### src/rtl/run_pkg.sv
// Shared types and default constants for the run controller.
package run_pkg;

    // Controller states: core held in reset, core running, core frozen after stop.
    typedef enum logic [1:0] {
        IDLE  = 2'd0,
        RESET = 2'd1,
        RUN   = 2'd2,
        DONE  = 2'd3
    } run_state_t;

    // Default parameter values for run_ctrl.
    localparam int unsigned DEF_PC_WIDTH   = 12;
    localparam int unsigned DEF_HALT_PC    = 128;
    localparam int unsigned DEF_RST_CYCLES = 2;
    localparam int unsigned DEF_CYC_WIDTH  = 16;
    localparam int unsigned DEF_TIMEOUT    = 65535;

    // Width of the core-reset hold counter (RST_CYCLES is at most 15).
    localparam int unsigned RST_CNT_WIDTH  = 4;

endpackage

### src/rtl/cyc_counter.sv
// Saturating, synchronously clearable counter of RUN cycles.
module cyc_counter #(
    parameter int unsigned WIDTH = 16
) (
    input  logic             i_clk,
    input  logic             i_rst,
    input  logic             i_clr,
    input  logic             i_inc,
    output logic [WIDTH-1:0] o_count
);

    logic [WIDTH-1:0] r_count;

    // Clear has priority over increment; the count sticks at all-ones.
    always_ff @(posedge i_clk or posedge i_rst) begin
        if (i_rst) begin
            r_count <= '0;
        end else if (i_clr) begin
            r_count <= '0;
        end else if (i_inc && (r_count != '1)) begin
            r_count <= r_count + 1'b1;
        end
    end

    assign o_count = r_count;

endmodule

### src/rtl/run_ctrl.sv
// Run controller: sequences core reset, run and stop (halt or timeout) on a
// rising edge of req. All outputs are decoded from registered state only.
module run_ctrl
    import run_pkg::*;
#(
    parameter int unsigned PC_WIDTH   = DEF_PC_WIDTH,
    parameter int unsigned HALT_PC    = DEF_HALT_PC,
    parameter int unsigned RST_CYCLES = DEF_RST_CYCLES,
    parameter int unsigned CYC_WIDTH  = DEF_CYC_WIDTH,
    parameter int unsigned TIMEOUT    = DEF_TIMEOUT
) (
    input  logic                 clk,
    input  logic                 reset,
    input  logic                 req,
    input  logic [PC_WIDTH-1:0]  prog_ctr,
    output logic                 core_reset,
    output logic                 core_en,
    output logic                 busy,
    output logic                 done,
    output logic                 timeout,
    output logic [CYC_WIDTH-1:0] cycle_count
);

    localparam logic [RST_CNT_WIDTH-1:0] RST_LOAD  = RST_CNT_WIDTH'(RST_CYCLES - 1);
    localparam logic [PC_WIDTH-1:0]      HALT_VAL  = PC_WIDTH'(HALT_PC);
    localparam logic [CYC_WIDTH-1:0]     LAST_CYC  = CYC_WIDTH'(TIMEOUT - 1);

    run_state_t               r_state;
    run_state_t               w_state_nxt;
    logic                     r_req_q;
    logic [RST_CNT_WIDTH-1:0] r_rst_cnt;
    logic [RST_CNT_WIDTH-1:0] w_rst_cnt_nxt;
    logic                     r_timeout;
    logic                     w_timeout_nxt;
    logic                     w_start;
    logic                     w_halt;
    logic                     w_limit;
    logic                     w_cnt_clr;
    logic                     w_cnt_inc;
    logic [CYC_WIDTH-1:0]     w_count;

    assign w_start = req & ~r_req_q;
    assign w_halt  = (prog_ctr == HALT_VAL);
    assign w_limit = (w_count == LAST_CYC);

    // State, reset-hold counter, timeout flag and req history registers.
    always_ff @(posedge clk or posedge reset) begin
        if (reset) begin
            r_state   <= IDLE;
            r_req_q   <= 1'b0;
            r_rst_cnt <= '0;
            r_timeout <= 1'b0;
        end else begin
            r_state   <= w_state_nxt;
            r_req_q   <= req;
            r_rst_cnt <= w_rst_cnt_nxt;
            r_timeout <= w_timeout_nxt;
        end
    end

    // Next-state and counter control; halt wins over timeout on the same edge.
    always_comb begin
        w_state_nxt   = r_state;
        w_rst_cnt_nxt = r_rst_cnt;
        w_timeout_nxt = r_timeout;
        w_cnt_clr     = 1'b0;
        w_cnt_inc     = 1'b0;
        unique case (r_state)
            IDLE, DONE: begin
                if (w_start) begin
                    w_state_nxt   = RESET;
                    w_rst_cnt_nxt = RST_LOAD;
                    w_timeout_nxt = 1'b0;
                    w_cnt_clr     = 1'b1;
                end
            end
            RESET: begin
                if (r_rst_cnt == '0) begin
                    w_state_nxt = RUN;
                end else begin
                    w_rst_cnt_nxt = r_rst_cnt - 1'b1;
                end
            end
            RUN: begin
                w_cnt_inc = 1'b1;
                if (w_halt) begin
                    w_state_nxt   = DONE;
                    w_timeout_nxt = 1'b0;
                end else if (w_limit) begin
                    w_state_nxt   = DONE;
                    w_timeout_nxt = 1'b1;
                end
            end
            default: begin
                w_state_nxt = IDLE;
            end
        endcase
    end

    // Moore output decode from the registered state.
    always_comb begin
        core_reset = 1'b0;
        core_en    = 1'b0;
        busy       = 1'b0;
        done       = 1'b0;
        unique case (r_state)
            IDLE:    core_reset = 1'b1;
            RESET: begin
                core_reset = 1'b1;
                busy       = 1'b1;
            end
            RUN: begin
                core_en = 1'b1;
                busy    = 1'b1;
            end
            DONE:    done = 1'b1;
            default: core_reset = 1'b1;
        endcase
    end

    assign timeout     = r_timeout;
    assign cycle_count = w_count;

    cyc_counter #(
        .WIDTH (CYC_WIDTH)
    ) u_cyc_counter (
        .i_clk   (clk),
        .i_rst   (reset),
        .i_clr   (w_cnt_clr),
        .i_inc   (w_cnt_inc),
        .o_count (w_count)
    );

endmodule
### config.mk
export PLATFORM = sky130hd
export DESIGN_NAME = run_ctrl
export DESIGN_NICKNAME = d
export VERILOG_FILES = /design/src/rtl/run_pkg.sv /design/src/rtl/cyc_counter.sv /design/src/rtl/run_ctrl.sv
export SDC_FILE = /design/constraint.sdc
export NUM_CORES = 1
export LEC_CHECK = 0
export ABC_AREA = 1
export CORE_ASPECT_RATIO = 0.7
export CORE_MARGIN = 5
export CORE_UTILIZATION = 45
export DETAILED_ROUTE_END_ITERATION = 8
export HOLD_SLACK_MARGIN = 0.03
export PLACE_DENSITY = 0.77
export SLEW_MARGIN = 25
export SYNTH_ARGS = -nofsm -noshare
export SYNTH_HDL_FRONTEND = slang
export SYNTH_SLANG_ARGS = --single-unit
### constraint.sdc
create_clock -name clk -period 4.08 [get_ports clk]
set_clock_uncertainty 0.05 [all_clocks]
set_input_delay 0.408 -clock clk [delete_from_list [all_inputs] [get_ports clk]]
set_output_delay 0.408 -clock clk [all_outputs]
set_load 0.03 [all_outputs]
* Yosys cells after proc, flatten, opt, wreduce, memory -nomap -nowiden
Cells that the tools add are included. W data, S select, Z words.
Operators by class: equal/unequal tests 10, mux-type cells 20, bitwise gates (word level) 2, reduce and logical (&&, ||, !) cells 12, add/subtract/negate cells 2
Operators with widths (count):
- $mux W16 | 2
- $add A16 B1 Y16 const B | 1
- $eq A16 B16 Y1 const B | 1
- $ne A16 B16 Y1 const B | 1
- $eq A12 B8 Y1 const B | 1
- $mux W1 | 9
- $reduce_and A3 Y1 | 3
- $mux W2 | 4
- $mux W4 | 2
- $pmux W4 S2 | 1
- $ne A2 B2 Y1 const B | 3
- $pmux W2 S3 | 1
- $reduce_bool A2 Y1 | 3
- $reduce_or A2 Y1 | 3
- $eq A2 B2 Y1 const B | 2
- $logic_not A4 Y1 | 1
- $sub A4 B1 Y4 const B | 1
- $ne A3 B3 Y1 const B | 1
- $eq A2 B1 Y1 const B | 1
- $logic_not A2 Y1 | 1
- $pmux W1 S2 | 1
- $and A1 B1 Y1 | 1
- $logic_and A1 B1 Y1 | 1
- $not A1 Y1 | 1
Word-level totals: register bits after elaboration 24, logic and storage cells 51, input port bits 15, output and inout bits 21

* Longest topological paths before layout
depth after elaboration 5, depth in mapped cells 11, mapped depth without buffers 10

* Cells and area by module
From an unflattened synthesis, not the netlist that was laid out.
Second synthesis, totals: cells, all modules 258, area, all modules 1740.4 sq um
Modules (own cells, without submodules):
- cyc_counter | times used 1, area an instance 1083.5 sq um, seq. area each 400.4 sq um, cells an instance 159
- run_ctrl | times used 1, area an instance 656.9 sq um, seq. area each 200.2 sq um, cells an instance 99

* Worst setup path before layout
Ideal clock, no wire load.
path type reg-to-reg, from register r_state[0], to register u_cyc_counter.r_count[2], in the netlist u_cyc_counter.o_count[2], stages on the path, launching flop included 8, data required time 3.947 ns, library setup time 0.083 ns, clock period less this slack 1.824 ns, slack 2.256 ns, arrival time 1.691 ns, path buffers 1, cells stage by stage dfrtp_1 inv_1 ha_1 inv_1 nand3_1 clkbuf_1 nand3_1 o21ai_0
Between the ends: word-level cells in the longest chain between the ends 4, elaborated cells between the ends (all ways) 9, classes of those cells eq/ne: 2; mux: 3; reduce/logical: 4
RTL lines:
- start, declared | RTL line run_ctrl.sv:28 | run_state_t r_state;
- start signal, assigned | RTL line run_ctrl.sv:54 | r_state <= w_state_nxt;
- $eq A2 B2 Y1 / $logic_not A2 Y1 (equally long branches) | RTL line run_ctrl.sv:68 | unique case (r_state)
- $reduce_or A2 Y1 / $mux W1 (equally long branches) | RTL line run_ctrl.sv:68
- $mux W1 / $logic_and A1 B1 Y1 (equally long branches) | RTL line run_ctrl.sv:68, cyc_counter.sv:20
- $mux W16 / $reduce_bool A2 Y1 (equally long branches)
- end signal, assigned | RTL line cyc_counter.sv:21 | r_count <= r_count + 1'b1;
- end, declared | RTL line cyc_counter.sv:12 | logic [WIDTH-1:0] r_count;
Parallel ways exist; a longest one is shown, timed or not. A chain may end at the register's enable or synchronous reset.

* Final worst setup path
from register r_state[1], to output port core_reset
Between the ends: word-level cells in the longest chain between the ends 3, elaborated cells between the ends (all ways) 4, classes of those cells eq/ne: 1; mux: 1; reduce/logical: 2
RTL lines:
- $eq A2 B1 Y1 / $logic_not A2 Y1 (equally long branches) | RTL line run_ctrl.sv:106 | unique case (r_state)
- $reduce_or A2 Y1 (no source line) (*)
- $mux W1 (*) | RTL line run_ctrl.sv:106
- end, declared | RTL line run_ctrl.sv:16 | output logic core_reset,
Every way passes the cells marked *; elsewhere a longest branch is shown, timed or not.

==> run summary <==
# H-tree levels - 1
WP data required - 3.62 ns
Total of max-cap violations - 0
Routed via count - 1551
Reg2Reg Setup Slack - 1.90 ns
Starting Density - 0.463
Tightest Hold Check Type - register to register
Fraction of layout cells with a size suffix above 1 - 0.0492
Switch share - 0.464
Total CTS buffers - 3
Post-synthesis simple-gate area fraction - 0.375
Tmin final - 2.33 ns
Post-synth ARST share - 1.00
Final ANT Viol Nets - 0
Post-synthesis sequential area ratio - 0.372
Fin. max-slew vios - 0
Setup_tns - 0 ns
Pre-Repair DR Iteration Count - 4
Vias/cell - 4.94
First-pass GRT wire length - 6270 um
Vias in the first global route - 1430
Register share of total power - 0.299
Critical Path Sink Type - primary output
Cell taking the most area after synthesis - dfrtp_1
Post-cts resize count - 0
Run status - finished clean
NetSw - 527 uW
Top cell type's share of synthesized area - 0.372
GPL Wtd Cong - 0.916
Pleak - 1.03 nW
Number of setup buffers added after CTS - 0
CTS sink cnt - 24
Worst r2r dst - u_cyc_counter.o_count[12]$_DFFE_PP0P_
Initial antenna violation count - 0
# setup viols final - 0
CP max FO - 5
Synth Register Bits - 24
IO Pins - 36
Root Driver - clkbuf_8
Largest net degree at the start of global routing - 25
Iter 0 DRT Violations - 148
Die Width - 81.6 um
Compound-cell area share of the yosys netlist - 0.0472
Post-Syn Nets - 250
Startpoint Class - register
Clock network power share - 0.143
Filler cell count - 322
Cell with the most instances after synthesis - nand2_1
Warnings from Yosys - 0
Clock latency on the worst-skew pair - 0.27 ns
Final hold vios - 0
Detailed-route wire length - 3610 um
Post-synth top flop - dfrtp_1
Power Density - 550 nW/um^2
Number of synthesized flops with an enable pin - 0
Pwr Total - 1.13 mW
Yosys cell types - 24
Post-synthesis adder-cell area fraction - 0.0542
CTS tree - yes
Post-Synth XOR/XNOR Area - 0.0488
Worst r2r src - r_state[0]$_DFFE_PP0P_
F_max - 0.430 GHz
WL/cell - 11.5 um
P_int - 608 uW
Total die area - 4910 sq um
FP Rows - 18
Top cells by count, synth - nand2_1 (65), inv_1 (35), nand3_1 (26), dfrtp_1 (24), nor2_1 (22)
Worst-path clk slew - 0.09 ns
Cell Area, Synth - 1620 sq um
Crit path kind - register to primary output
Multiplexer share of the synthesized area - 0
# hold bufs at CTS - 0
RSZ-0062 raised after global routing - no
Clk buf depth - 2
Arr. time, crit path - 1.87 ns
Multi-input gate area - 848 sq um
Register Area - 601 sq um
Post-Syn Area per Cell - 7.09 sq um
Tot GR Track Use - 0.165
Global route overflow - 0
Mapped Cells - 228
Worst Reg2Reg Path Length in Cells - 8
Period utilization - 0.570
Core area - 3490 sq um
VDD IR max - 0.000303 V
Tightest Pin Transition - 0.859 ns
Power share of the combinational group - 0.558
Combinational family with the most area after synthesis - simple AND/OR/NAND/NOR gates
N_diodes - 0
Placed wire-length estimate - 2830 um
Nets@finish - 287
# port buffers - 35
Crit. Startpoint - r_state[1]$_DFFE_PP0P_
Slew Limit Headroom - 0.424
Area delta synth->final - 27.5%
Min-Delay Path Depth - 2
Area contributors post-synth - dfrtp_1 (37%), nand2_1 (15%), inv_1 (8.1%)
Die height - 60.1 um
DRC Markers - 0
Critical Path End - core_reset
## cell families after synthesis
logic type      after synthesis
compound gates               14
xor+xnor                      9
fa+ha+maj                     7
buf+inv                      40
flops                        24
simple gates                134
## stage by stage
stage               instance area [sq um]  hold slack, ns  worst slack [ns]  std cells  utilization
floorplan                            1620           0.373              2.26        228            -
finish                               2060           0.435              1.75        314        0.590
detailed placement                   2010           0.419              1.91        310        0.575
global route                         2060           0.479              1.64        314        0.590
global placement                     2010           0.415              1.96        310        0.575
CTS                                  2060           0.443              1.74        314        0.590
## metal layers
| layer | vias to the layer above | share of wire | track usage |
|---|---|---|---|
| met4 | 0 | 0.011 | 0.0427 |
| met5 | - | 0 | 0 |
| met3 | 6 | 0.10 | 0.0497 |
| met2 | 66 | 0.40 | 0.249 |
| met1 | 685 | 0.48 | 0.231 |
| li1 | 794 | - | - |
## placed cells by master, fill, tap and decap left out
| cell | n |
|---|---|
| and2_1 | 1 |
| o21ai_0 | 10 |
| o21bai_1 | 1 |
| nand2_2 | 1 |
| inv_6 | 1 |
| ha_1 | 7 |
| nand2_1 | 65 |
| nand4_1 | 10 |
| and2_0 | 1 |
| nand2_4 | 3 |
| a21oi_1 | 2 |
| nor2_1 | 22 |
| o32ai_1 | 1 |
| clkdlybuf4s50_1 | 35 |
| clkbuf_8 | 4 |
| inv_2 | 1 |
| nor3_1 | 2 |
| xor2_1 | 9 |
| nand3_1 | 26 |
| dfrtp_1 | 24 |
| or2_2 | 2 |
| clkinv_1 | 1 |
| inv_1 | 34 |
| nor2_4 | 1 |
## area by class of cell
type,instances,share of cell area
repair buffers,35,0.170
clock buffers,4,0.0267
flip-flops and latches,24,0.291
well taps,50,0.0304
multi-input cells,164,0.412
inverters,37,0.0698
## flip-flops by register name, indices dropped and copies added, names as in the netlist
register               cells
r_req_q                    1
r_state                    2
r_rst_cnt                  4
u_cyc_counter.o_count     16
timeout                    1
## power groups by stage
stage	logic, mW	registers, mW	clock network (mW)
finish	0.633	0.339	0.162
global route	0.695	0.348	0.176
floorplan	0.413	0.386	0
detailed placement	0.631	0.345	0
CTS	0.636	0.340	0.168
global placement	0.620	0.344	0
## worst min path at each step
| stage | start | end | slack, ns |
|---|---|---|---|
| 2_1_floorplan | reset | r_req_q$_DFF_PP0_ | 0.37 |
| 3_3_place_gp | timeout$_DFFE_PP0P_ | timeout$_DFFE_PP0P_ | 0.42 |
| 3_5_place_dp | timeout$_DFFE_PP0P_ | timeout$_DFFE_PP0P_ | 0.42 |
| 4_1_cts | timeout$_DFFE_PP0P_ | timeout$_DFFE_PP0P_ | 0.44 |
| 5_1_grt | timeout$_DFFE_PP0P_ | timeout$_DFFE_PP0P_ | 0.48 |
| 6_report | timeout$_DFFE_PP0P_ | timeout$_DFFE_PP0P_ | 0.43 |
## worst max-delay path: stages, from the launching register on
cell             delay (ns)
dfrtp_1                0.40
inv_1                  0.07
ha_1                   0.23
or2_2                  0.30
clkdlybuf4s50_1        0.59
No activity file was read; power rests on OpenSTA's default activity.
